$ cat config.mk
export PLATFORM = sky130hd
export DESIGN_NAME = status_register_unit
export DESIGN_NICKNAME = d
export VERILOG_FILES = /design/src/rtl/status_register_unit_pkg.sv /design/src/rtl/status_register_unit_sat_counter.sv /design/src/rtl/status_register_unit.sv
export SDC_FILE = /design/constraint.sdc
export NUM_CORES = 1
export LEC_CHECK = 0
export BUFFER_PORTS_ARGS = -buffer_cell sky130_fd_sc_hd__buf_2
export CORE_MARGIN = 2
export CORE_UTILIZATION = 46
export CTS_BUF_LIST = sky130_fd_sc_hd__clkbuf_4 sky130_fd_sc_hd__clkbuf_8
export CTS_CLUSTER_SIZE = 10
export DETAILED_ROUTE_END_ITERATION = 16
export GPL_ROUTABILITY_DRIVEN = 0
export GPL_TIMING_DRIVEN = 0
export MAX_ROUTING_LAYER = met4
export PLACE_DENSITY_LB_ADDON = 0.05
export SLEW_MARGIN = 40
export SYNTH_ARGS = -nofsm -noshare
export SYNTH_HDL_FRONTEND = slang
export SYNTH_SLANG_ARGS = --single-unit
$ cat constraint.sdc
create_clock -name clk -period 1.7 [get_ports clk]
set_input_delay 0.085 -clock clk [delete_from_list [all_inputs] [get_ports clk]]
set_output_delay 0.085 -clock clk [all_outputs]
set_load 0.05 [all_outputs]
$ cat src/rtl/status_register_unit_pkg.sv
// Shared processor definitions: status flag layout and widths used by the
// status register unit and the ID-stage condition-check logic.
package status_register_unit_pkg;

    localparam int STATUS_W = 4;
    localparam int COUNT_W  = 8;

    // Bit positions of the NZCV flags within a status word.
    localparam int FLAG_N = 3;
    localparam int FLAG_Z = 2;
    localparam int FLAG_C = 1;
    localparam int FLAG_V = 0;

    typedef logic [STATUS_W-1:0] status_t;

endpackage : status_register_unit_pkg

$ cat src/rtl/status_register_unit_sat_counter.sv
// Saturating up-counter: advances by one per enabled cycle and sticks at
// all-ones instead of wrapping back to zero.
module sat_counter #(
    parameter int WIDTH = 8
) (
    input  logic             clk,
    input  logic             rst,
    input  logic             i_inc,
    output logic [WIDTH-1:0] o_count
);

    logic [WIDTH-1:0] r_count;

    // Count enabled cycles, holding once the maximum value is reached.
    always_ff @(posedge clk) begin
        // NOTE: sequential state uses non-blocking (<=) so every register
        // samples pre-edge values and simulation matches the synthesized flops.
        if (rst) begin
            r_count <= '0;
        end else if (i_inc && (r_count != '1)) begin
            r_count <= r_count + WIDTH'(1);
        end
    end

    assign o_count = r_count;

endmodule : sat_counter

$ cat src/rtl/status_register_unit.sv
// NZCV status register with same-cycle write-through forwarding to the ID
// stage, EXE-over-MSR per-bit write merging, a sticky overflow flag and a
// saturating count of committed ALU flag writes.
module status_register_unit
    import status_register_unit_pkg::*;
(
    input  logic                clk,
    input  logic                rst,
    input  logic                freeze,
    input  logic                flush,
    input  logic                exe_valid,
    input  logic                exe_s,
    input  logic [STATUS_W-1:0] exe_flag_mask,
    input  logic [STATUS_W-1:0] alu_status,
    input  logic                msr_valid,
    input  logic [STATUS_W-1:0] msr_data,
    input  logic                sticky_clr,
    output logic [STATUS_W-1:0] status_out,
    output logic [STATUS_W-1:0] status_reg,
    output logic                sticky_v,
    output logic [COUNT_W-1:0]  update_count
);

    status_t w_next;
    status_t r_status;
    logic    w_alu_we;
    logic    w_msr_we;
    logic    w_v_set;
    logic    w_sticky_clr;
    logic    w_count_inc;
    logic    r_sticky_v;

    // Merge ALU and MSR writes into the next flag value and forward it.
    always_comb begin
        // NOTE: every output of this block gets a default first, so no path
        // leaves a signal unassigned and no latch is inferred.
        w_alu_we = exe_valid & exe_s & ~flush & ~freeze;
        w_msr_we = msr_valid & ~freeze;
        w_next   = r_status;
        // The EXE instruction is younger, so its masked bits beat the MSR write.
        for (int i = 0; i < STATUS_W; i++) begin
            if (w_alu_we && exe_flag_mask[i]) begin
                w_next[i] = alu_status[i];
            end else if (w_msr_we) begin
                w_next[i] = msr_data[i];
            end
        end
        // V only counts as set when a write source actually produced it.
        w_v_set      = ((w_alu_we & exe_flag_mask[FLAG_V]) | w_msr_we) & w_next[FLAG_V];
        w_sticky_clr = sticky_clr & ~freeze;
        w_count_inc  = w_alu_we & (|exe_flag_mask);
        // Writes about to be discarded by reset must not be forwarded.
        status_out   = rst ? r_status : w_next;
    end

    // Architectural flags and sticky overflow; reset beats everything.
    always_ff @(posedge clk) begin
        if (rst) begin
            r_status   <= '0;
            r_sticky_v <= 1'b0;
        end else begin
            r_status <= w_next;
            if (w_v_set) begin
                r_sticky_v <= 1'b1;
            end else if (w_sticky_clr) begin
                r_sticky_v <= 1'b0;
            end
        end
    end

    sat_counter #(
        .WIDTH (COUNT_W)
    ) u_update_count (
        .clk     (clk),
        .rst     (rst),
        .i_inc   (w_count_inc),
        .o_count (update_count)
    );

    assign status_reg = r_status;
    assign sticky_v   = r_sticky_v;

endmodule : status_register_unit

==> results.py <==
metrics = {
    "placed_design": {
        "pre_cts_ws_ns": 0.130,
        "io_buffer_count": 35,
        "dpl.hpwl_um": 1340,
    },
    "die": {
        "num_rows": 14,
        "die_width_um": 43.5,
        "start_util": 0.483,
        "core_mm2": 0.00149,
        "die_area_mm2": 0.00190,
        "dieHeight_um": 43.5,
        "io_pins": 37,
    },
    "finish": {
        "final_nets": 148,
        "area_growth_pct": 32.0,
        "n_antenna_cell": 0,
        "largest_register_ffs": 8,
        "final_cell_mix": "35 x buf_2, 11 x a21oi_1, 10 x nand2_1, 9 x dfxtp_1",
        "post_route_cells_drive_above_1_share": 0.365,
        "final_common_cell": "buf_2",
        "final_util": 0.638,
        "fillCellCount": 138,
    },
    "clock_tree": {
        "clk_pin_slew_ns": 0.08,
        "htreeDepth": 1,
        "post_cts_buffers": 0,
        "cts_resized": 0,
        "cts.sinks": 13,
        "ctsHoldBuffers": 0,
        "numCtsBuffers": 3,
        "clk_latency_ns": 0.28,
        "clockBufferDepth": 2,
        "cts_tree": "built",
        "clock-root-buffer": "clkbuf_4",
    },
    "detailed_routing": {
        "ant_nets": 0,
        "vias": 805,
        "drt_first_pass_iters": 4,
        "postRouteWirelength_um": 1710,
        "via_per_inst": 5.67,
        "wl_per_cell_um": 12.0,
        "drc": 0,
        "drtIter0Drc": 18,
    },
    "sta": {
        "period_share": 0.929,
        "tns_ns": 0,
        "maxClockFrequency_mhz": 633,
        "fin_skew_ns": 0.00285,
        "drv_slew": 0,
        "rsz0062_at_grt": "no",
        "slew_headroom": 0.689,
        "setup_viol": 0,
        "tightest_slew_ns": 0.466,
        "fin_crit_ns": 1.58,
        "setup_ws_ns": 0.121,
        "hold_viol": 0,
    },
    "synth": {
        "synthMuxAreaShare": 0.0278,
        "synth_top_family_by_area": "simple AND/OR/NAND/NOR gates",
        "ys_types": 30,
        "synth_adder_area_share": 0.0174,
        "synth_cells": 87,
        "ys_seq_area_frac": 0.362,
        "syn_avg_cell_area_um2": 8.27,
        "synth_simple_gate_area_frac": 0.277,
        "syn-cell-area_um2": 719,
        "yosysTopAreaCell": "dfxtp_1",
        "synth-seq-cells": 13,
        "synth.net_count": 108,
        "synthTopCellsByArea": "dfxtp_1 36%, a21oi_1 7.7%, nand2_1 5.2%",
        "synth_warnings": 0,
        "synth-compound-area-share": 0.263,
        "synth-xor-area-share": 0.0122,
        "synth_top_area_frac": 0.362,
    },
    "power_and_ir_drop": {
        "vdd.ir_drop.worst_mv": 0.410,
        "p_per_area_mw_per_mm2": 702,
        "p_leak_nw": 0.459,
    },
    "status": {
        "status": "finished, final reports clean",
    },
    "grt": {
        "grt_antenna_before_repair": 0,
        "grt_usage": 0.214,
        "grt_start_max_net_pins": 11,
        "grt_pass1_vias": 701,
        "grt_overflow_total": 0,
        "grt_first_pass_wirelength_um": 2880,
    },
    "setup_path": {
        "r2r_cells": 6,
        "critPathArrivalTime_ns": 1.78,
        "crit_path_start_kind": "flip-flop",
        "required_ns": 1.90,
        "rrSetupSlack_ns": 0.12,
        "critical_path_class": "reg2reg",
        "cp_max_fo": 10,
        "endpoint_kind": "flip-flop",
    },
    "hold_path": {
        "hp-class": "in2reg",
        "hold_depth": 3,
    },
    "run": {
        "drv_cap": 0,
    },
}
power breakdown:
part	switching, mW	total (mW)	internal [mW]	leakage (nW)
clock network	0.101	0.208	0.107	0.0184
logic	0.0959	0.142	0.0460	0.333
registers	0.00485	0.317	0.312	0.107
total	0.202	0.667	0.465	0.459
final cells by class:
class / count / area, µm² / area share
Sequential cell: 13 / 265 / 0.279
Multi-Input combinational cell: 68 / 429 / 0.452
Timing Repair Buffer: 35 / 175 / 0.184
Tap cell: 16 / 20.0 / 0.0211
Clock buffer: 4 / 30.0 / 0.0316
Inverter: 3 / 11.3 / 0.0119
Buffer: 3 / 18.8 / 0.0198
metrics by stage:
stage,hold slack [ns],power [mW],instances,area (µm²)
2_1_floorplan,0.265,0.420,87,724
3_3_place_gp,0.388,0.464,138,920
3_5_place_dp,0.394,0.467,138,920
4_1_cts,0.0907,0.677,142,950
5_1_grt,0.0900,0.698,142,950
6_report,0.0941,0.667,142,950
worst paths after layout:
kind / from / to
max reg2reg: u_update_count.o_count[0] / u_update_count.o_count[4]
min reg2reg: sticky_v / sticky_v
min: msr_data[1] / status_reg[1]
max: u_update_count.o_count[0] / u_update_count.o_count[4]
cell usage after synthesis (all sizes together):
cell,count
buf,2
inv,3
nand2b,1
nand3,4
or3,3
dfxtp,13
and3,1
or4,4
and2,1
nor2,5
o31ai,3
o21ai,6
mux2i,2
and4bb,1
a21oi,11
ha,1
a211oi,2
clkbuf,1
a311oi,2
nor3b,2
a21o,2
o211ai,1
xor2,1
nor2b,1
nand2,10
o22ai,1
nand4bb,1
a31oi,1
nand4,1
critical path, stage by stage, from the launching register on:
cell	delay [ns]
dfxtp_2	0.34
ha_1	0.24
nand3_1	0.14
o211ai_4	0.10
buf_6	0.15
or3_1	0.34
a21oi_1	0.18
kinds of logic (layout without fill, tap and decap cells):
family / count (synthesis) / in the layout
AO/OA/AOI/OAI: 29 / 29
XOR/XNOR: 1 / 1
adder cells (fa/ha/maj): 1 / 1
buffers and inverters: 6 / 45
flip-flops: 13 / 13
multiplexers: 2 / 2
AND/OR/NAND/NOR: 35 / 35
routing by layer:
| layer | vias up | GRT usage | share of wire |
|---|---|---|---|
| li1 | 406 | - | - |
| met1 | 370 | 0.260 | 0.43 |
| met2 | 24 | 0.303 | 0.49 |
| met3 | 5 | 0.0750 | 0.063 |
| met4 | 0 | 0.127 | 0.018 |
| met5 | - | - | 0 |
No activity file was read; power rests on OpenSTA's default activity.
